[src/rtl/pwm_pkg.sv]
// Shared definitions for the PWM generator/capture pair: default widths,
// duty resolution and the capture FSM state encoding.
package pwm_pkg;

  localparam int CNT_BITS_DEF = 16;

  // Duty resolution in bits, common to the generator and capture benches
  localparam int DUTY_RES = 8;

  typedef enum logic [1:0] {
    ST_IDLE = 2'd0,
    ST_HIGH = 2'd1,
    ST_LOW  = 2'd2
  } cap_state_e;

endpackage

[src/rtl/pwm_edge_sync.sv]
// Two-flop synchronizer followed by a previous-value register; produces the
// synchronized level and single-cycle rise/fall strobes with equal latency.
module pwm_edge_sync
  import pwm_pkg::*;
(
  input  logic clk,
  input  logic reset_n,
  input  logic async_in,
  output logic level,
  output logic rise,
  output logic fall
);

  logic r_meta;
  logic r_sync;
  logic r_prev;

  // Flops clear to 0, so a line already high at release yields a rise
  always_ff @(posedge clk or negedge reset_n) begin
    if (!reset_n) begin
      r_meta <= 1'b0;
      r_sync <= 1'b0;
      r_prev <= 1'b0;
    end else begin
      r_meta <= async_in;
      r_sync <= r_meta;
      r_prev <= r_sync;
    end
  end

  assign level = r_sync;
  assign rise  = r_sync & ~r_prev;
  assign fall  = ~r_sync & r_prev;

endmodule

[src/rtl/pwm_capture.sv]
// Measures high time and rise-to-rise period of an asynchronous PWM input in
// clk cycles, and flags a line with no rise for TIMEOUT cycles.
module pwm_capture
  import pwm_pkg::*;
#(
  parameter int CNT_BITS = CNT_BITS_DEF,
  parameter int TIMEOUT  = 2**CNT_BITS - 1
) (
  input  logic                clk,
  input  logic                reset_n,
  input  logic                pwm_in,
  output logic [CNT_BITS-1:0] high_cnt,
  output logic [CNT_BITS-1:0] period_cnt,
  output logic                meas_valid,
  output logic                timeout,
  output logic                stuck_level
);

  localparam logic [CNT_BITS-1:0] TIMEOUT_C = CNT_BITS'(TIMEOUT);
  localparam logic [CNT_BITS-1:0] ONE_C     = CNT_BITS'(1);

  logic w_level;
  logic w_rise;
  logic w_fall;

  pwm_edge_sync u_edge_sync (
    .clk      (clk),
    .reset_n  (reset_n),
    .async_in (pwm_in),
    .level    (w_level),
    .rise     (w_rise),
    .fall     (w_fall)
  );

  cap_state_e          r_state;
  cap_state_e          w_state_nxt;
  logic [CNT_BITS-1:0] r_cnt;
  logic [CNT_BITS-1:0] r_high_lat;
  logic [CNT_BITS-1:0] r_high;
  logic [CNT_BITS-1:0] r_period;
  logic                r_valid;
  logic                r_timeout;
  logic                r_stuck;

  logic w_sat;
  logic w_tmo_hit;
  logic w_report;
  logic w_latch_high;
  logic w_tmo;

  assign w_sat     = &r_cnt;
  // An edge in the same cycle always takes priority over the timeout
  assign w_tmo_hit = (r_cnt == TIMEOUT_C) && !w_rise && !w_fall;

  always_ff @(posedge clk or negedge reset_n) begin
    if (!reset_n) begin
      r_state <= ST_IDLE;
    end else begin
      r_state <= w_state_nxt;
    end
  end

  always_comb begin
    w_state_nxt  = r_state;
    w_report     = 1'b0;
    w_latch_high = 1'b0;
    w_tmo        = 1'b0;
    case (r_state)
      ST_IDLE: begin
        if (w_rise) begin
          w_state_nxt = ST_HIGH;
        end
      end
      ST_HIGH: begin
        if (w_fall) begin
          w_latch_high = 1'b1;
          w_state_nxt  = ST_LOW;
        end else if (w_tmo_hit) begin
          w_tmo       = 1'b1;
          w_state_nxt = ST_IDLE;
        end
      end
      ST_LOW: begin
        if (w_rise) begin
          w_report    = 1'b1;
          w_state_nxt = ST_HIGH;
        end else if (w_tmo_hit) begin
          w_tmo       = 1'b1;
          w_state_nxt = ST_IDLE;
        end
      end
      default: begin
        w_state_nxt = ST_IDLE;
      end
    endcase
  end

  // Cycles since the last rise; saturates rather than wrapping
  always_ff @(posedge clk or negedge reset_n) begin
    if (!reset_n) begin
      r_cnt <= '0;
    end else if (w_rise) begin
      r_cnt <= ONE_C;
    end else if (!w_sat) begin
      r_cnt <= r_cnt + ONE_C;
    end
  end

  always_ff @(posedge clk or negedge reset_n) begin
    if (!reset_n) begin
      r_high_lat <= '0;
    end else if (w_latch_high) begin
      r_high_lat <= r_cnt;
    end
  end

  always_ff @(posedge clk or negedge reset_n) begin
    if (!reset_n) begin
      r_high    <= '0;
      r_period  <= '0;
      r_valid   <= 1'b0;
      r_timeout <= 1'b0;
      r_stuck   <= 1'b0;
    end else begin
      r_valid <= w_report;
      if (w_report) begin
        r_high    <= r_high_lat;
        r_period  <= r_cnt;
        r_timeout <= 1'b0;
      end else if (w_tmo) begin
        r_timeout <= 1'b1;
        r_stuck   <= w_level;
      end
    end
  end

  assign high_cnt    = r_high;
  assign period_cnt  = r_period;
  assign meas_valid  = r_valid;
  assign timeout     = r_timeout;
  assign stuck_level = r_stuck;

endmodule
[config.mk]
export PLATFORM = sky130hd
export DESIGN_NAME = pwm_capture
export DESIGN_NICKNAME = d
export VERILOG_FILES = /design/src/rtl/pwm_pkg.sv /design/src/rtl/pwm_edge_sync.sv /design/src/rtl/pwm_capture.sv
export SDC_FILE = /design/constraint.sdc
export NUM_CORES = 1
export LEC_CHECK = 0
export ABC_AREA = 1
export BUFFER_PORTS_ARGS = -buffer_cell sky130_fd_sc_hd__buf_2
export CAP_MARGIN = 15
export CORE_MARGIN = 2
export CORE_UTILIZATION = 51
export CTS_CLUSTER_DIAMETER = 30
export DETAILED_ROUTE_END_ITERATION = 12
export PLACE_DENSITY = 0.74
export SYNTH_ARGS = -nofsm -noshare
export SYNTH_HDL_FRONTEND = slang
export SYNTH_SLANG_ARGS = --single-unit
[constraint.sdc]
create_clock -name clk -period 1.4 [get_ports clk]
set_clock_uncertainty 0.05 [all_clocks]
set_input_delay 0.14 -clock clk [delete_from_list [all_inputs] [get_ports clk]]
set_output_delay 0.14 -clock clk [all_outputs]
set_load 0.02 [all_outputs]
==> impl_metrics.ini <==
[run_status]
outcome = finished with violations
violations = setup timing

[floorplan]
die_h_um = 81.3
start_util_pct = 52.1
coreArea_sq_um = 5850
ioPinCount = 38
rows = 28
die_w_um = 81.3
die_area_sq_um = 6610

[power]
ir_drop_v = 0.000652
power.leakage_nw = 2.04
finalPower_w = 0.00545
power.density_nw_per_um2 = 1380

[critical_path]
path_class = reg2reg
r2r_slack_ns = -0.21
timing.rr.start = r_cnt[0]
crit_path_end_kind = flop
crit_fanout = 4
cp.required_ns = 1.63
cp.arrival_ns = 1.83
crit_path_start_kind = flop
rr_worst_depth = 12
reg2reg_to = r_cnt[7]

[sta]
fmax_mhz = 622
post-route-min-period_ns = 1.61
rsz0062_at_grt = yes
max_slew_margin_pct = 74.8
tightest_slew_ns = 0.377
hold_violations = 0
setup_viol = 30
slew_viol_final = 0
worst_slack_ns = -0.208
hold_slack_ns = 0.297
finalCritPeriodShare_pct = 115

[synthesis]
ys_warn_count = 0
synth_nets = 340
synth_top_family_by_area = simple AND/OR/NAND/NOR gates
synth_fa_ha_area_share_pct = 2.05
ys_seq_area_share_pct = 59.1
synth_area_per_cell_sq_um = 9.18
syn_area_sq_um = 3050
synthTopCellsByArea = dfrtp_1, nand2_1, o21ai_0
synth_xor_area_share_pct = 0
synth-compound-area-share_pct = 9.98
yosys.area_share.simple_pct = 23.2
synth_top_area_cell = dfrtp_1
post_synth_mux_area_share_pct = 0
yosys.area.top_type_share_pct = 59.1
synth-seq-cells = 72
ys_types = 27
netlist_instances = 332

[detailed_routing]
avgRoutedWirePerCell_um = 14.4
vias = 2484
first_pass_iters = 4
viasPerCell = 5.08
first_iter_violations = 208
antenna_left = 0
drt-total-wl_mm = 7.06
route.detailed.drc = 0

[layout]
utilization_pct = 67.7
layout-drive-gt1-share_pct = 33.1
final_cell_mix = nand2_1, dfrtp_1, buf_2
fillers = 432
n_antenna_cell = 0
nets = 418
final_common_cell = nand2_1
areaGrowthSynthToFinish_pct = 30.0

[clock_network]
root_buffer = clkbuf_8
clkTransAtPathRegs_ns = 0.07
h-tree-depth = 3
clock_sinks = 72
cts_tree = built
cts_inserted_buffers = 9
clockBufferDepth = 2
clkLatencyLatePin_ns = 0.34

[worst_hold_path]
hold_path.class = in2async

[global_route]
antenna_found_initial = 0
grt-ovfl-total = 0
globalRouteTotalUtil_pct = 21.9
grt_pass1_vias = 2362
grt_pass1_wl_mm = 10.7
grt_max_degree = 73

[placed_design]
dp_hpwl_mm = 4.33
place.port_buffers = 37
dpl_worst_slack_ns = -0.126
place_congestion = 0.788

[job]
drv_cap = 0
-- cell families after synthesis --
group,after synthesis
buf+inv,40
flops,72
simple gates,158
compound gates,57
fa+ha+maj,5
-- through the flow --
stage | instances | area, sq um | setup TNS, ns
2_1_floorplan | 332 | 3050 | -0.0392
3_3_place_gp | 460 | 3510 | -0.194
3_5_place_dp | 460 | 3510 | -1.08
4_1_cts | 481 | 3810 | -1.13
5_1_grt | 489 | 3960 | -4.99
6_report | 489 | 3960 | -2.24
-- synthesized netlist by cell type (all sizes together) --
master	number
nand2	120
dfrtp	72
o21ai	46
inv	29
nor2	22
a21oi	9
buf	7
nand3	7
nor3	6
ha	5
clkbuf	3
a211oi	1
clkinv	1
nand3b	1
nand4	1
nor4	1
o2111ai	1
-- routing by layer --
metal	vias up	GRT usage (%)	share of wire (%)
met5	-	0	0
met4	0	10.8	2.1
met3	18	6.00	4.5
met2	73	35.3	51
met1	1175	26.9	43
li1	1218	-	-
-- what timing repair did --
item                                    CTS  global route
gates cloned                              1             1
gates resized for setup                  16            24
hold buffers                              2             0
endpoints found under the hold margin    73             0
setup buffers                             3             7
pin swaps                                 4             7
endpoints found under the setup margin   22            54
-- critical path, stage by stage, from the launching register on --
cell     delay [ns]
dfrtp_1        0.36
ha_2           0.19
nand2_2        0.07
nor2_2         0.10
nand2_2        0.09
nor2_4         0.19
buf_4          0.14
nor2_1         0.03
nand2_1        0.07
inv_2          0.06
nand2_1        0.05
nand2_1        0.06
a21oi_2        0.09
-- how the worst max path moves through the flow --
stage | start | to | slack, ns | depth (start not counted)
4_1_cts | r_cnt[1] | r_state[0] | -0.12 | 12
3_5_place_dp | r_cnt[1] | r_cnt[13] | -0.13 | 10
3_3_place_gp | r_cnt[0] | r_cnt[13] | -0.06 | 10
2_1_floorplan | r_cnt[1] | r_state[0] | -0.01 | 12
6_report | r_cnt[0] | r_cnt[7] | -0.21 | 12
5_1_grt | r_cnt[0] | r_state[0] | -0.37 | 12
-- power breakdown --
group	internal (W)	leakage (nW)	total, W	switching, W
Clock	0.000806	0.0948	0.00159	0.000780
Combinational	0.000586	0.960	0.00140	0.000819
Sequential	0.00231	0.982	0.00246	0.000152
-- layout make-up --
| cell class | instances | area [sq um] | area share [%] |
|---|---|---|---|
| sequential | 72 | 1800 | 45.5 |
| timing repair buffer | 77 | 591 | 14.9 |
| clock buffer | 9 | 124 | 3.13 |
| clock inverter | 6 | 61.3 | 1.55 |
| tap | 75 | 93.8 | 2.37 |
| multi-input combinational | 220 | 1170 | 29.5 |
| inverter | 30 | 123 | 3.10 |
-- flip-flops by register name (all words and copies together), names as in the netlist --
| name | cells |
|---|---|
| stuck_level | 1 |
| r_high_lat | 16 |
| u_edge_sync.r_meta | 1 |
| r_cnt | 16 |
| r_state | 2 |
| timeout | 1 |
| meas_valid | 1 |
| period_cnt | 16 |
| high_cnt | 16 |
| u_edge_sync.r_prev | 1 |
| u_edge_sync.level | 1 |
No activity file was read; power rests on OpenSTA's default activity.
